===== src/rtl/write_ptr_full.sv =====
// Write-side pointer/flag controller for the async FIFO; optional sticky overflow under WR_PTR_OVF_EN.
// Latency: an accepted write updates pointers, full, almost-full and level on the next i_wr_clk edge.
// Backpressure: writes are ignored while o_wr_full=1; flags lag reads by the synchroniser delay.
module write_ptr_full #(
  parameter int ADDR_SIZE = 4,
  parameter int AF_MARGIN = 2
) (
  input  logic                 i_wr_clk,
  input  logic                 i_wrrst_n,
  input  logic                 i_wr_inc,
  input  logic [ADDR_SIZE:0]   i_gray_q2_rdptr,
  input  logic                 i_ovf_clr,
  output logic                 o_wr_full,
  output logic                 o_wr_almost_full,
  output logic                 o_wr_overflow,
  output logic [ADDR_SIZE:0]   o_wr_level,
  output logic [ADDR_SIZE-1:0] o_wr_addr,
  output logic [ADDR_SIZE:0]   o_gray_wrptr
);

  localparam logic [ADDR_SIZE:0] AF_THRESH = (ADDR_SIZE+1)'((2**ADDR_SIZE) - AF_MARGIN);

  logic [ADDR_SIZE:0] r_wr_bin;
  logic [ADDR_SIZE:0] r_gray_wrptr;
  logic               r_wr_full;
  logic               r_wr_almost_full;
  logic [ADDR_SIZE:0] r_wr_level;

  logic [ADDR_SIZE:0] w_wr_bin_next;
  logic [ADDR_SIZE:0] w_gray_next;
  logic [ADDR_SIZE:0] w_rd_bin;
  logic [ADDR_SIZE:0] w_level_next;
  logic [ADDR_SIZE:0] w_full_cmp;
  logic               w_full_next;
  logic               w_af_next;

  assign w_wr_bin_next = r_wr_bin + (ADDR_SIZE+1)'(i_wr_inc & ~r_wr_full);
  assign w_gray_next   = (w_wr_bin_next >> 1) ^ w_wr_bin_next;

  // Gray-to-binary: each bit is the XOR of itself and every more-significant bit.
  always_comb begin
    w_rd_bin = '0;
    for (int i = 0; i <= ADDR_SIZE; i++) begin
      w_rd_bin[i] = ^(i_gray_q2_rdptr >> i);
    end
  end

  // Full when write leads read by exactly one lap: top two Gray bits inverted, rest equal.
  assign w_full_cmp   = {~i_gray_q2_rdptr[ADDR_SIZE:ADDR_SIZE-1], i_gray_q2_rdptr[ADDR_SIZE-2:0]};
  assign w_full_next  = (w_gray_next == w_full_cmp);
  assign w_level_next = w_wr_bin_next - w_rd_bin;
  assign w_af_next    = (w_level_next >= AF_THRESH);

  always_ff @(posedge i_wr_clk or negedge i_wrrst_n) begin
    if (!i_wrrst_n) begin
      r_wr_bin         <= '0;
      r_gray_wrptr     <= '0;
      r_wr_full        <= 1'b0;
      r_wr_almost_full <= 1'b0;
      r_wr_level       <= '0;
    end else begin
      r_wr_bin         <= w_wr_bin_next;
      r_gray_wrptr     <= w_gray_next;
      r_wr_full        <= w_full_next;
      r_wr_almost_full <= w_af_next;
      r_wr_level       <= w_level_next;
    end
  end

`ifdef WR_PTR_OVF_EN
  logic r_wr_overflow;

  // Set has priority over clear so a coincident failed write is never lost.
  always_ff @(posedge i_wr_clk or negedge i_wrrst_n) begin
    if (!i_wrrst_n) begin
      r_wr_overflow <= 1'b0;
    end else if (i_wr_inc && r_wr_full) begin
      r_wr_overflow <= 1'b1;
    end else if (i_ovf_clr) begin
      r_wr_overflow <= 1'b0;
    end
  end

  assign o_wr_overflow = r_wr_overflow;
`else
  logic w_unused_ovf_clr;
  assign w_unused_ovf_clr = i_ovf_clr;
  assign o_wr_overflow    = 1'b0;
`endif

  assign o_wr_full        = r_wr_full;
  assign o_wr_almost_full = r_wr_almost_full;
  assign o_wr_level       = r_wr_level;
  assign o_wr_addr        = r_wr_bin[ADDR_SIZE-1:0];
  assign o_gray_wrptr     = r_gray_wrptr;

endmodule


===== config.mk =====
export PLATFORM = sky130hd
export DESIGN_NAME = write_ptr_full
export DESIGN_NICKNAME = d
export VERILOG_FILES = /design/src/rtl/write_ptr_full.sv
export SDC_FILE = /design/constraint.sdc
export NUM_CORES = 1
export LEC_CHECK = 0
export CAP_MARGIN = 40
export CORE_MARGIN = 2
export CORE_UTILIZATION = 46
export DETAILED_ROUTE_END_ITERATION = 12
export GPL_TIMING_DRIVEN = 1
export PLACE_DENSITY = 0.81
export SLEW_MARGIN = 20
export SYNTH_ARGS = -nofsm -noshare
export SYNTH_HDL_FRONTEND = slang
export SYNTH_SLANG_ARGS = --single-unit

===== constraint.sdc =====
create_clock -name i_wr_clk -period 2.8 [get_ports i_wr_clk]
set_input_delay 0.28 -clock i_wr_clk [delete_from_list [all_inputs] [get_ports i_wr_clk]]
set_output_delay 0.28 -clock i_wr_clk [all_outputs]
set_load 0.005 [all_outputs]

==> flow_summary.toml <==
[sta]
final.setup_skew_ns = 0.004103
post-route-period-util = 0.9539
period_needed_ns = 2.671
setup_viol = 0
setup_tns_ns = 0
worst_pin_slew_ns = 0.6998
timing.final.hold_violations = 0
rsz0062_at_grt = "false"
maxSlewHeadroom = 0.5320
finalMaxSlewViolations = 0
fmax_mhz = 374.4

[yosys]
ys_seq_elements = 16
ys_warn_count = 0
syn_area_um2 = 915.9
syn_nets = 92
synthCells = 78
synth.yosys.seq_area_share = 0.4372
synth_largest_area_cell = "dfrtp_1"
synth_top_cell_area_share = 0.4372
avgSynthCellArea_um2 = 11.74
yosysUniqueCellTypes = 28
synthTopCellsByArea = "dfrtp_1 (44%), xnor2_1 (7.7%), xnor3_1 (7.4%)"

[place]
portBuffers = 23
gp_congestion = 0.7980
place_area_mm2 = 0.001247
hpwlAfterDp_um = 1354

[cts]
clock-root-buffer = "clkbuf_4"
clock_sinks = 16
cts_made_buffers = 3
cts_hold_repair.buffers = 0
clk_path_buf_depth = 2
cts_tree = "yes"
insertion_delay_ns = 0.28
cts.clk_slew.worst_paths_ns = 0.09
htree_levels = 1

[drt]
totalWireLength_um = 1799
vias_per_cell = 4.692
first_pass_iters = 4
num_vias = 671
drc = 0
drtAntennaViolNets = 0
drt_iter0_markers = 5
wire_per_inst_um = 12.58

[outcome]
status = "finished clean"

[setup_path]
cp_max_fo = 3
crit_required_ns = 3.00
end_kind = "flop"
max_stage_delay_ns = 0.46
crit_slowest_cell = "clkdlybuf4s50_1"
arrival_ns = 2.87
start_kind = "primary input"
cp_cell_sequence = "clkdlybuf4s50_1 -> xnor2_2 -> xor2_1 -> xnor2_1 -> ha_2 -> fa_2 -> nand2b_4 -> and3_2 -> a221o_1 -> and3_4 -> o22ai_1"
critPathKind = "primary input to flop"

[cells_and_area]
area_delta_synth_final_pct = 44.26
drive_gt1_frac = 0.2328
final_common_cell = "clkdlybuf4s50_1"
final_cell_mix = "clkdlybuf4s50_1 (21), dfrtp_1 (16), buf_4 (13)"
nets = 132
fin_area_mm2 = 0.001321
diodes = 0

[floorplanning]
rows = 16
start_util = 0.4766
dieWidth_um = 48.62
core_mm2 = 0.001922
ios = 26
die_h_um = 48.62
die-area_mm2 = 0.002364

[power]
powerDensity_mw_per_mm2 = 1278
cellLeakagePower_uw = 0.0006512
ir_worst_vdd_mv = 0.6479

[global_route]
grt_util_all_layers = 0.1751
grt_pass1_wl_um = 3098
grt_max_degree = 17
antenna_found_initial = 0
grt_pass1_vias = 700
grt-ovfl-total = 0

[min_path]
hp-class = "primary input to async pin"

[flow_run]
cap_violations = 0
-- kinds of logic (layout without fill, tap and decap cells) --
| family | after synthesis | in the layout | share of synthesized area |
|---|---|---|---|
| and+or+nand+nor | 16 | 16 | 0.1189 |
| DFF | 16 | 16 | 0.4372 |
| AOI/OAI and AO/OA | 8 | 8 | 0.06285 |
| adders and majority gates | 5 | 5 | 0.07651 |
| xor gates and xnor gates | 19 | 19 | 0.2432 |
| other | 1 | 1 | 0.004094 |
| buffers and inverters | 13 | 51 | 0.05738 |
-- cells in the mapped netlist, drive strengths merged --
cell     instances
nand2            3
and2             1
a21o             1
nand3            1
ha               4
or3              1
and3             2
xnor3            3
a21oi            2
inv             12
o21ai            1
nor2             4
nand3b           1
nand2b           1
xor3             1
xnor2            8
and4             1
buf              1
o22ai            1
nor2b            1
a221o            1
dfrtp           16
a21bo            1
o2111ai          1
xor2             7
conb             1
fa               1
-- critical path: cells and delay by family --
kind,cells,cell delay [ns]
xor+xnor,3,0.59
fa+ha+maj,2,0.55
simple gates,3,0.55
buf+inv,1,0.46
compound gates,2,0.45
-- flip-flops by register name, summed over array words and instances (netlist names) --
signal and flops:
o_gray_wrptr 5, o_wr_level 5, r_wr_bin 4, o_wr_almost_full 1, o_wr_full 1
-- power by group --
group          switching, uW  total, uW  leakage (uW)  internal (uW)
logic                    470       1140      0.000447            669
registers               73.6        434      0.000190            361
clock network           65.6        115     0.0000138           49.9
total                    610       1690      0.000651           1080
-- cell type report --
type | count | area, um^2
fillers | 159 | 600.6
repair buffers | 36 | 325.3
multi-input cells | 49 | 494.2
well taps | 27 | 33.78
clock buffers | 3 | 22.52
flip-flops and latches | 16 | 400.4
inverters | 12 | 45.04
-- metrics by stage --
stage          power, uW  hold slack (ns)  setup slack (ns)  cells    util
3_5_place_dp        1526           0.5987           -0.4322    137  0.6491
4_1_cts             1696           0.4437            0.1206    143  0.6797
5_1_grt             1840           0.4880          0.004617    143  0.6875
2_1_floorplan       1094         -0.01559            0.1289     78       -
6_report            1689           0.4145            0.1292    143  0.6875
3_3_place_gp        1490           0.5834           -0.3837    137  0.6491
-- path summary, 6_finish.rpt --
check / startpoint / endpoint / slack (ns) / cells after the start
max: i_gray_q2_rdptr[2] / o_wr_almost_full$_DFF_PN0_ / 0.13 / 11
min: i_wrrst_n / o_gray_wrptr[0]$_DFF_PN0_ / 0.41 / 1
max reg2reg: o_wr_full$_DFF_PN0_ / o_wr_almost_full$_DFF_PN0_ / 0.32 / 10
min reg2reg: r_wr_bin[0]$_DFF_PN0_ / r_wr_bin[0]$_DFF_PN0_ / 0.60 / 1
max in group asynchronous: i_wrrst_n / o_wr_level[3]$_DFF_PN0_ / 1.94 / 1
min in group i_wr_clk: r_wr_bin[0]$_DFF_PN0_ / r_wr_bin[0]$_DFF_PN0_ / 0.60 / 1
-- layer usage --
metal | track usage | vias to the layer above | share of wire
met3 | 0.02160 | 6 | 0.032
met2 | 0.3059 | 21 | 0.51
li1 | - | 329 | -
met5 | 0 | - | 0
met4 | 0.1000 | 0 | 0.029
met1 | 0.2070 | 315 | 0.43
-- timing repair --
item | 4_1_cts | 5_1_grt
gates resized for setup | 6 | 2
setup buffers | 3 | 0
gates cloned | 0 | 0
setup endpoints to repair | 2 | 2
pin swaps | 5 | 1
Power figures use the tool's default switching activity.
